$ cat src/rtl/alarm_entry.sv
// Alarm-time keypad entry: collects up to four BCD digits, validates
// the HH:MM value on ALARM and pulses a load into the alarm register.
module alarm_entry #(
  parameter int TIMEOUT_SEC = 10
) (
  input  logic       clock,
  input  logic       reset,
  input  logic       one_second,
  input  logic       key_valid,
  input  logic [3:0] key,
  output logic [3:0] new_alarm_ms_hr,
  output logic [3:0] new_alarm_ls_hr,
  output logic [3:0] new_alarm_ms_min,
  output logic [3:0] new_alarm_ls_min,
  output logic       load_new_alarm,
  output logic       entry_active,
  output logic       entry_error
);

  localparam int CLW = $clog2(TIMEOUT_SEC + 1);
  localparam int CW  = (CLW > 4) ? CLW : 4;
  localparam logic [CW-1:0] TMAX = CW'(TIMEOUT_SEC);

  typedef enum logic [1:0] {
    S_IDLE,
    S_ENTRY,
    S_COMMIT
  } state_t;

  state_t        r_state;
  state_t        w_state;
  logic [3:0]    r_ms_hr;
  logic [3:0]    r_ls_hr;
  logic [3:0]    r_ms_min;
  logic [3:0]    r_ls_min;
  logic [3:0]    w_ms_hr;
  logic [3:0]    w_ls_hr;
  logic [3:0]    w_ms_min;
  logic [3:0]    w_ls_min;
  logic [CW-1:0] r_cnt;
  logic [CW-1:0] w_cnt;
  logic [CW-1:0] w_cnt_inc;
  logic          r_err;
  logic          w_err;

  logic w_digit;
  logic w_alarm;
  logic w_cancel;
  logic w_tick;
  logic w_valid;

  assign w_digit  = key_valid && (key <= 4'd9);
  assign w_alarm  = key_valid && (key == 4'hA);
  assign w_cancel = key_valid && (key == 4'hB);
  // a meaningful key in the same cycle swallows the tick
  assign w_tick   = one_second && !w_digit
                 && !w_alarm && !w_cancel;

  assign w_cnt_inc = (r_cnt == TMAX) ? r_cnt
                   : r_cnt + CW'(1);

  assign w_valid = (r_ms_hr  <= 4'd2)
                && (r_ls_hr  <= 4'd9)
                && (r_ms_min <= 4'd5)
                && (r_ls_min <= 4'd9)
                && !((r_ms_hr == 4'd2)
                  && (r_ls_hr > 4'd3));

  always_comb begin
    w_state  = r_state;
    w_ms_hr  = r_ms_hr;
    w_ls_hr  = r_ls_hr;
    w_ms_min = r_ms_min;
    w_ls_min = r_ls_min;
    w_cnt    = r_cnt;
    w_err    = 1'b0;
    unique case (r_state)
      S_IDLE: begin
        if (w_digit) begin
          w_ms_hr  = r_ls_hr;
          w_ls_hr  = r_ms_min;
          w_ms_min = r_ls_min;
          w_ls_min = key;
          w_cnt    = '0;
          w_state  = S_ENTRY;
        end
      end
      S_ENTRY: begin
        unique case (1'b1)
          w_digit: begin
            w_ms_hr  = r_ls_hr;
            w_ls_hr  = r_ms_min;
            w_ms_min = r_ls_min;
            w_ls_min = key;
            w_cnt    = '0;
          end
          w_cancel: begin
            w_ms_hr  = '0;
            w_ls_hr  = '0;
            w_ms_min = '0;
            w_ls_min = '0;
            w_cnt    = '0;
            w_state  = S_IDLE;
          end
          w_alarm: begin
            w_cnt = '0;
            if (w_valid) begin
              w_state = S_COMMIT;
            end else begin
              w_err    = 1'b1;
              w_ms_hr  = '0;
              w_ls_hr  = '0;
              w_ms_min = '0;
              w_ls_min = '0;
              w_state  = S_IDLE;
            end
          end
          w_tick: begin
            if (w_cnt_inc >= TMAX) begin
              w_ms_hr  = '0;
              w_ls_hr  = '0;
              w_ms_min = '0;
              w_ls_min = '0;
              w_cnt    = '0;
              w_state  = S_IDLE;
            end else begin
              w_cnt = w_cnt_inc;
            end
          end
          default: begin
          end
        endcase
      end
      S_COMMIT: begin
        w_ms_hr  = '0;
        w_ls_hr  = '0;
        w_ms_min = '0;
        w_ls_min = '0;
        w_cnt    = '0;
        w_state  = S_IDLE;
      end
      default: begin
        w_ms_hr  = '0;
        w_ls_hr  = '0;
        w_ms_min = '0;
        w_ls_min = '0;
        w_cnt    = '0;
        w_state  = S_IDLE;
      end
    endcase
  end

  always_ff @(posedge clock or negedge reset) begin
    if (!reset) begin
      r_state  <= S_IDLE;
      r_ms_hr  <= '0;
      r_ls_hr  <= '0;
      r_ms_min <= '0;
      r_ls_min <= '0;
      r_cnt    <= '0;
      r_err    <= 1'b0;
    end else begin
      r_state  <= w_state;
      r_ms_hr  <= w_ms_hr;
      r_ls_hr  <= w_ls_hr;
      r_ms_min <= w_ms_min;
      r_ls_min <= w_ls_min;
      r_cnt    <= w_cnt;
      r_err    <= w_err;
    end
  end

  assign new_alarm_ms_hr  = r_ms_hr;
  assign new_alarm_ls_hr  = r_ls_hr;
  assign new_alarm_ms_min = r_ms_min;
  assign new_alarm_ls_min = r_ls_min;
  assign load_new_alarm   = (r_state == S_COMMIT);
  assign entry_active     = (r_state != S_IDLE);
  assign entry_error      = r_err;

endmodule
$ cat config.mk
export PLATFORM = sky130hd
export DESIGN_NAME = alarm_entry
export DESIGN_NICKNAME = d
export VERILOG_FILES = /design/src/rtl/alarm_entry.sv
export SDC_FILE = /design/constraint.sdc
export NUM_CORES = 1
export LEC_CHECK = 0
export CAP_MARGIN = 10
export CORE_ASPECT_RATIO = 0.7
export CORE_MARGIN = 4
export CORE_UTILIZATION = 50
export DETAILED_ROUTE_END_ITERATION = 8
export PLACE_DENSITY = 0.86
export SYNTH_ARGS = -nofsm -noshare
export SYNTH_HDL_FRONTEND = slang
export SYNTH_SLANG_ARGS = --single-unit
$ cat constraint.sdc
create_clock -name clock -period 2.25 [get_ports clock]
set_input_delay 0.45 -clock clock [delete_from_list [all_inputs] [get_ports clock]]
set_output_delay 0.45 -clock clock [all_outputs]
set_load 0.01 [all_outputs]
==> results of run 1 <==
[stage by stage]
stage	power (mW)	setup TNS, ns	setup WS, ns	std cells	hold WS, ns
after floorplan	1.28	0	0.422	124	0.154
after global placement	1.66	-1.49	-0.103	188	0.503
after detailed placement	1.70	-2.49	-0.184	188	0.504
after CTS	1.96	0	0.0945	192	0.523
after global routing	2.12	0	0.122	196	0.549
final	1.99	0	0.228	196	0.523
[registers in the layout, indices dropped and copies added (netlist names)]
signal            cells
new_alarm_ms_min      4
new_alarm_ms_hr       4
r_state               2
new_alarm_ls_hr       4
new_alarm_ls_min      4
entry_error           1
r_cnt                 4
[cell usage in the layout (no fill, tap or decap), types with 2 or more instances in the layout]
| cell type | instances |
|---|---|
| sky130_fd_sc_hd__a21oi_1 | 3 |
| sky130_fd_sc_hd__a32o_1 | 2 |
| sky130_fd_sc_hd__buf_4 | 10 |
| sky130_fd_sc_hd__clkbuf_8 | 3 |
| sky130_fd_sc_hd__clkdlybuf4s50_1 | 26 |
| sky130_fd_sc_hd__dfrtp_1 | 23 |
| sky130_fd_sc_hd__ha_1 | 2 |
| sky130_fd_sc_hd__inv_1 | 18 |
| sky130_fd_sc_hd__mux2i_1 | 15 |
| sky130_fd_sc_hd__nand2_1 | 21 |
| sky130_fd_sc_hd__nand2b_1 | 2 |
| sky130_fd_sc_hd__nand3_2 | 2 |
| sky130_fd_sc_hd__nor2_1 | 4 |
| sky130_fd_sc_hd__o21ai_0 | 4 |
| sky130_fd_sc_hd__o2bb2ai_1 | 2 |
[kinds of logic (layout without fill, tap and decap cells)]
kind of cell	count (synthesis)	after routing	share of synthesized area, %
adders and majority gates	2	2	1.95
AOI/OAI and AO/OA	22	22	16.4
muxes	15	15	11.7
buffers and inverters	22	60	7.98
xor gates and xnor gates	2	2	1.95
and+or+nand+nor	38	38	15.3
DFF	23	23	44.7
[final cells by class]
cell class	instances	area, µm²	share of cell area (%)
Multi-Input combinational cell	79	608	35.8
Timing Repair Buffer	37	355	20.9
Sequential cell	23	576	33.9
Inverter	19	71.3	4.20
Clock inverter	1	5.00	0.295
Tap cell	34	42.5	2.50
Clock buffer	3	41.3	2.43
[final timing paths]
check | from | endpoint | depth (start not counted)
max | r_cnt[0] | new_alarm_ls_hr[1] | 7
min | new_alarm_ls_min[0] | new_alarm_ls_min[0] | 1
max reg2reg | r_cnt[0] | new_alarm_ls_hr[1] | 7
min reg2reg | new_alarm_ls_min[0] | new_alarm_ls_min[0] | 1
max in group asynchronous | reset | new_alarm_ms_min[3] | 2
min in group asynchronous | reset | r_cnt[1] | 2
[what timing repair did]
action,4_1_cts,5_1_grt
buffers inserted,0,4
endpoints found under the setup margin,0,1
hold buffers,0,0
[where the power goes]
part	switching, mW	leakage (nW)	internal, mW	total [mW]
registers	0.171	0.305	0.561	0.732
logic	0.488	0.482	0.512	0.999
clock network	0.133	0.0255	0.124	0.256
[metal layers]
layer	part of all wire, %	up-vias	track usage [%]
li1	-	499	-
met1	45	491	21.7
met2	51	30	31.5
met3	3.9	2	4.70
met4	0.52	0	1.98
met5	0	-	0
==> flow_summary.yaml, run 1 <==
status:
  status: "finished clean"
power:
  ir_drop_v: 0.000603
  leakage_nw: 0.812
  p_per_area_mw_per_mm2: 1170
worst_setup_path:
  timing.critical_path.max_delay_family: "compound AO/OA/AOI/OAI gates"
  worst-endpoint-arrival_ns: 2.20
  worstSetupStartpointType: "flop"
  timing.setup.critical_path_class: "flop to flop"
  crit_path_cell_trace: "ha_1 > nor2b_2 > a211oi_2 > o311ai_4 > o21ai_4 > buf_12 > mux2i_1"
  crit_slowest_cell: "sky130_fd_sc_hd__dfrtp_1"
  worst_ep_required_time_ns: 2.43
  ff2ff_setup_slack_ns: 0.23
  timing.critical_path.slowest_cell_delay_ns: 0.44
  endpoint_kind: "flop"
  max_fo_critical_path: 11
  crit_buf_inv: 1
cts:
  clock_latency_late_sink_ns: 0.26
  cts_resized: 0
  tritoncts: "done"
  num_cts_buffers: 3
  clock_sink_count: 23
  clk_pin_slew_worst_paths_ns: 0.08
  clk_path_buf_depth: 2
  cts-htree-levels: 1
  cts_root_buffer: "sky130_fd_sc_hd__clkbuf_8"
detailed_routing:
  drcViolationCount: 0
  antenna_violating_nets_remaining: 0
  routedWlPerCell_um: 14.7
  drt-pass1-iter-count: 4
  drt-vias-per-instance: 5.21
  detail_route.iter0.violations: 33
  drt_wl_total_mm: 2.88
  num_vias: 1022
grt:
  groute.usage.overall_pct: 17.7
  grt_overflow_total: 0
  grt_pass1_vias: 991
  pin_count_of_the_biggest_net_entering_global_routing: 24
  global_route_wire_length_before_repair_mm: 4.55
  antenna_found_initial: 0
placed_design:
  dpl-instance-area_mm2: 0.00161
  port-buffer-count: 26
  place_hpwl_mm: 2.14
  global_placement_routability_congestion: 0.817
floorplan:
  design.die.area_mm2: 0.00346
  die_height_um: 50.4
  placeableCoreArea_mm2: 0.00246
  start_util_pct: 52.3
  floorplan.rows: 15
  die_width_um: 68.6
  number_of_top_level_pins: 27
timing:
  worst_case_headroom_to_the_max_slew_limit_pct: 68.0
  final_period_minus_worst_setup_slack_ns: 2.02
  number_of_slew_limit_violations_in_the_final_report: 0
  grt_setup_unrepaired: "no"
  final-hold-violation-count: 0
  min_period_over_period_pct: 89.8
  finalClockSkew_ns: 0.00356
  timing.final.setup_violations: 0
  transition_time_of_the_tightest_slew_check_pin_ns: 0.477
  fmaxAchievable_ghz: 0.495
synth:
  postSynth.topFlopCell: "sky130_fd_sc_hd__dfrtp_1"
  synth.avg_cell_area_um2: 10.4
  yosys.area.top_type: "sky130_fd_sc_hd__dfrtp_1"
  post_synth_instance_area_mm2: 0.00129
  synth.net_count: 134
  synthMostInstantiatedCell: "sky130_fd_sc_hd__dfrtp_1"
  synth_sequential_area_ratio_pct: 44.7
  post_synth_edffs: 0
  ys_ff_latch: 23
  netlist_top_cells_count: "23 x sky130_fd_sc_hd__dfrtp_1, 21 x sky130_fd_sc_hd__nand2_1, 18 x sky130_fd_sc_hd__inv_1"
  netlist-cell-type-count: 38
  yosys-top-cells-area: "sky130_fd_sc_hd__dfrtp_1 45%, sky130_fd_sc_hd__mux2i_1 12%, sky130_fd_sc_hd__nand2_1 6.1%"
  yosys_warnings: 0
  synthDominantCellAreaShare_pct: 44.7
  syn-instance-count: 124
  asyncSetResetFlopFracSynth_pct: 100
finish:
  flow.area_growth_from_synthesis_pct: 32.1
  design_area_mm2: 0.00170
  fraction_of_layout_cells_with_a_size_suffix_above_1_pct: 16.0
  finalCoreUtilization_pct: 69.1
  final_net_count: 173
  fillerInstances: 187
  antennaDiodeCount: 0
job:
  max-cap-violations: 0
min_path:
  min_delay_worst_type: "flop to flop"
Power figures use the tool's default switching activity.
==> inputs of run 2 (changes only) <==
==> constraint.sdc (replaced) <==
create_clock -name clock -period 2.25 [get_ports clock]
set_input_delay 0.225 -clock clock [delete_from_list [all_inputs] [get_ports clock]]
set_output_delay 0.225 -clock clock [all_outputs]
set_load 0.01 [all_outputs]
==> flow_summary.yaml, run 2 (synthesis results as in run 1) <==
grt:
  groute.usage.overall_pct: 17.6
  grt_overflow_total: 0
  antenna_found_initial: 0
  grt_pass1_vias: 968
  global_route_wire_length_before_repair_mm: 4.53
  pin_count_of_the_biggest_net_entering_global_routing: 24
cts:
  count_of_hold_buffers_inserted_by_post_cts_repair: 0
  cts_resized: 0
  post_cts_buffers: 0
  tritoncts: "done"
  clock_latency_late_sink_ns: 0.27
  clk_path_buf_depth: 2
  clock_sink_count: 23
  num_cts_buffers: 3
  clk_pin_slew_worst_paths_ns: 0.08
  cts-htree-levels: 1
  cts_root_buffer: "sky130_fd_sc_hd__clkbuf_8"
timing:
  final-hold-violation-count: 0
  grt_setup_unrepaired: "no"
  fmaxAchievable_ghz: 0.493
  fin_hold_ws_ns: 0.295
  transition_time_of_the_tightest_slew_check_pin_ns: 0.528
  min_period_over_period_pct: 90.2
  fin_ws_ns: 0.220
  number_of_slew_limit_violations_in_the_final_report: 0
  worst_case_headroom_to_the_max_slew_limit_pct: 64.6
  timing.final.setup_violations: 0
  final_period_minus_worst_setup_slack_ns: 2.03
  finalClockSkew_ns: 0.00274
  setup_total_negative_slack_ns: 0
job:
  max-cap-violations: 0
floorplan:
  die_width_um: 68.6
  start_util_pct: 52.3
  placeableCoreArea_mm2: 0.00246
  floorplan.rows: 15
  design.die.area_mm2: 0.00346
  number_of_top_level_pins: 27
  die_height_um: 50.4
placed_design:
  place_hpwl_mm: 2.05
  global_placement_routability_congestion: 0.848
  place_ws_ns: 0.227
  dpl-instance-area_mm2: 0.00159
  port-buffer-count: 26
  placedCellCount: 184
detailed_routing:
  routedWlPerCell_um: 13.8
  route.layer.met1.wl_mm: 1.25
  met2RoutedLength_mm: 1.21
  top_layer_used: "met4"
  detail_route.iter0.violations: 32
  drt_wl_total_mm: 2.59
  num_vias: 990
  drcViolationCount: 0
  drt-vias-per-instance: 5.27
  drt-pass1-iter-count: 4
  met3WireLength_um: 105
  antenna_violating_nets_remaining: 0
finish:
  fraction_of_layout_cells_with_a_size_suffix_above_1_pct: 11.0
  layout.cells.most_common: "sky130_fd_sc_hd__clkdlybuf4s50_1"
  mostFrequentLayoutCells: "26 x sky130_fd_sc_hd__clkdlybuf4s50_1, 23 x sky130_fd_sc_hd__dfrtp_1, 21 x sky130_fd_sc_hd__nand2_1"
  flow.area_growth_from_synthesis_pct: 27.3
  finalCoreUtilization_pct: 66.6
  fillerInstances: 187
  multi_input_gate_area_um2: 608
  sequential_cell_area_um2: 576
  design_area_mm2: 0.00164
  fin_cells: 188
  final_net_count: 165
  antennaDiodeCount: 0
worst_setup_path:
  crit_slowest_cell: "sky130_fd_sc_hd__dfrtp_1"
  crit_path_cell_trace: "ha_1 > nor2b_2 > a211oi_2 > o311ai_4 > o21ai_4 > buf_12 > mux2i_1"
  timing.critical_path.max_delay_family: "compound AO/OA/AOI/OAI gates"
  timing.critical_path.slowest_cell_delay_ns: 0.44
  endpoint_kind: "flop"
  worst_ep_required_time_ns: 2.44
  crit_buf_inv: 1
  max_fo_critical_path: 16
  worstSetupStartpointType: "flop"
  worst-endpoint-arrival_ns: 2.22
  timing.setup.critical_path_class: "flop to flop"
min_path:
  min_delay_worst_type: "input port to asynchronous set/reset pin"
power:
  leakage_nw: 0.773
  ir_drop_v: 0.000551
  p_per_area_mw_per_mm2: 1180
  finalPower_mw: 1.94
status:
  status: "finished clean"
[run 2: layer usage]
metal  GRT usage [%]  vias to the layer above
met5               0                        -
met4            3.96                        0
met3            4.92                        3
met2            26.6                       22
met1            24.8                      491
li1                -                      474
[run 2: layout make-up]
type,instances,area share [%]
Clock buffer,4,2.75
Inverter,19,4.35
Multi-Input combinational cell,79,37.1
Sequential cell,23,35.1
Tap cell,34,2.60
Timing Repair Buffer,29,18.0
[run 2: final timing paths]
path,slack (ns),startpoint,depth (start not counted),to
worst max register to register,0.22,r_cnt[0],7,new_alarm_ls_min[3]
worst min register to register,0.53,new_alarm_ls_min[0],1,new_alarm_ls_min[0]
min in group clock,0.53,new_alarm_ls_min[0],1,new_alarm_ls_min[0]
max in group asynchronous,1.72,reset,2,new_alarm_ms_min[3]
worst max-delay path,0.22,r_cnt[0],7,new_alarm_ls_min[3]
worst min-delay path,0.30,reset,2,r_cnt[1]
[run 2: report_power, final]
group / switching, mW / internal [mW]
clock network: 0.134 / 0.127
logic: 0.463 / 0.487
registers: 0.167 / 0.561
total: 0.765 / 1.17
==> inputs of run 3 (changes only) <==
--- a/config.mk
+++ b/config.mk
@@ -8,9 +8,11 @@
 export CAP_MARGIN = 10
 export CORE_ASPECT_RATIO = 0.7
 export CORE_MARGIN = 4
-export CORE_UTILIZATION = 50
+export CORE_UTILIZATION = 45
 export DETAILED_ROUTE_END_ITERATION = 8
-export PLACE_DENSITY = 0.86
+export MAX_ROUTING_LAYER = met4
+export PLACE_DENSITY = 0.8
+export SKIP_LAST_GASP = 1
 export SYNTH_ARGS = -nofsm -noshare
 export SYNTH_HDL_FRONTEND = slang
 export SYNTH_SLANG_ARGS = --single-unit
==> flow_summary.yaml, run 3 (synthesis results as in run 1) <==
status:
  status: "finished clean"
cts:
  num_cts_buffers: 3
  cts_resized: 0
  tritoncts: "done"
  cts_root_buffer: "sky130_fd_sc_hd__clkbuf_8"
  post_cts_buffers: 0
  clock_latency_late_sink_ns: 0.26
  cts-htree-levels: 1
  clock_sink_count: 23
  count_of_hold_buffers_inserted_by_post_cts_repair: 0
  clk_path_buf_depth: 2
  clk_pin_slew_worst_paths_ns: 0.08
power:
  p_per_area_mw_per_mm2: 1180
  power.internal_mw: 1.17
  seq_power_share_pct: 37.6
  ir_drop_v: 0.000598
  share_comb_of_total_power_pct: 49.4
  netSwitchingFraction_pct: 39.6
  total_switching_power_mw: 0.769
  clk_pwr_share_pct: 13.0
  leakage_nw: 0.775
placed_design:
  port-buffer-count: 26
  global_placement_routability_congestion: 0.815
  placedCellCount: 184
  place_hpwl_mm: 2.15
detailed_routing:
  routedWlPerCell_um: 14.6
  drt-pass1-iter-count: 4
  drt_wl_total_mm: 2.75
  antenna_violating_nets_remaining: 0
  detail_route.iter0.violations: 58
  drcViolationCount: 0
  num_vias: 960
  drt-vias-per-instance: 5.11
timing:
  timing.final.setup_violations: 0
  min_period_over_period_pct: 88.6
  number_of_slew_limit_violations_in_the_final_report: 0
  final-hold-violation-count: 0
  grt_setup_unrepaired: "no"
  worst_case_headroom_to_the_max_slew_limit_pct: 67.9
  transition_time_of_the_tightest_slew_check_pin_ns: 0.479
  finalClockSkew_ns: 0.00494
  fin_hold_ws_ns: 0.313
  fmaxAchievable_ghz: 0.502
  final_period_minus_worst_setup_slack_ns: 1.99
  setup_total_negative_slack_ns: 0
finish:
  fillerInstances: 215
  multi_input_gate_area_um2: 608
  fin_cells: 188
  antennaDiodeCount: 0
  layout.cells.most_common: "sky130_fd_sc_hd__clkdlybuf4s50_1"
  final_net_count: 165
  fraction_of_layout_cells_with_a_size_suffix_above_1_pct: 11.7
  flow.area_growth_from_synthesis_pct: 27.4
  mostFrequentLayoutCells: "26 x sky130_fd_sc_hd__clkdlybuf4s50_1, 23 x sky130_fd_sc_hd__dfrtp_1, 21 x sky130_fd_sc_hd__nand2_1"
  sequential_cell_area_um2: 576
worst_setup_path:
  rr_startpoint: "r_cnt[0]"
  max_fo_critical_path: 16
  setup.worst_path.start: "r_cnt[0]"
  ff2ff_setup_slack_ns: 0.26
  worst_ep_required_time_ns: 2.43
  crit_path_end: "new_alarm_ls_min[3]"
  timing.rr.end: "new_alarm_ls_min[3]"
  timing.setup.critical_path_class: "flop to flop"
  worst-r2r-cell-count: 7
  worstSetupStartpointType: "flop"
  endpoint_kind: "flop"
  worst-endpoint-arrival_ns: 2.18
grt:
  global_route.usage.met2_pct: 26.7
  grt_pass1_vias: 1004
  pin_count_of_the_biggest_net_entering_global_routing: 24
  antenna_found_initial: 0
  groute.usage.overall_pct: 16.2
  grt-busiest-layer: "met2"
  global_route_wire_length_before_repair_mm: 4.63
  use_met3_pct: 4.21
  groute.layer.met1.usage_pct: 20.0
  grt_overflow_total: 0
job:
  max-cap-violations: 0
floorplan:
  placeableCoreArea_mm2: 0.00259
  number_of_top_level_pins: 27
  die_height_um: 52.7
  design.die.area_mm2: 0.00379
  start_util_pct: 49.7
  die_width_um: 71.9
  floorplan.rows: 15
min_path:
  min_delay_worst_type: "input port to asynchronous set/reset pin"
run 3: layout make-up:
class                   instances  area share, %
multi-input cells              79           37.1
inverters                      19           4.35
clock inverters                 1          0.305
repair buffers                 29           18.0
well taps                      34           2.60
clock buffers                   3           2.52
flip-flops and latches         23           35.1
run 3: critical path, cell delays in order (launching register included):
cell	delay [ns]
sky130_fd_sc_hd__dfrtp_1	0.44
sky130_fd_sc_hd__ha_1	0.25
sky130_fd_sc_hd__nor2b_2	0.17
sky130_fd_sc_hd__a211oi_2	0.39
sky130_fd_sc_hd__o311ai_4	0.17
sky130_fd_sc_hd__o21ai_4	0.10
sky130_fd_sc_hd__buf_12	0.19
sky130_fd_sc_hd__mux2i_1	0.20
run 3: how the worst min path moves through the flow:
stage / start / end / cells past startpoint
after global placement: new_alarm_ls_min[0] / new_alarm_ls_min[0] / 1
after CTS: reset / new_alarm_ls_hr[0] / 2
after global routing: reset / new_alarm_ms_hr[0] / 2
after floorplan: reset / entry_error / 0
final: reset / new_alarm_ls_hr[0] / 2
after detailed placement: new_alarm_ls_min[0] / new_alarm_ls_min[0] / 1
run 3: power groups by stage:
stage / clock [mW] / sequential, mW / combinational [mW]
finish: 0.253 / 0.729 / 0.959
global route: 0.283 / 0.755 / 1.04
CTS: 0.262 / 0.730 / 0.968
detailed placement: 0 / 0.737 / 0.966
global placement: 0 / 0.727 / 0.935
floorplan: 0 / 0.762 / 0.519
run 3: stage by stage:
step,total power [mW],setup slack (ns),instance area (µm²),util [%]
after floorplan,1.28,0.422,1290,-
after global placement,1.66,0.333,1590,61.5
after detailed placement,1.70,0.234,1590,61.5
after CTS,1.96,0.256,1640,63.3
after global routing,2.08,0.167,1640,63.3
final,1.94,0.256,1640,63.3
run 3: metal layers:
metal	vias up	routed length (µm)	part of all wire [%]
met1	456	1270	46
li1	475	-	-
met2	27	1310	48
met3	2	141	5.1
met4	0	19	0.69
met5	-	0	0
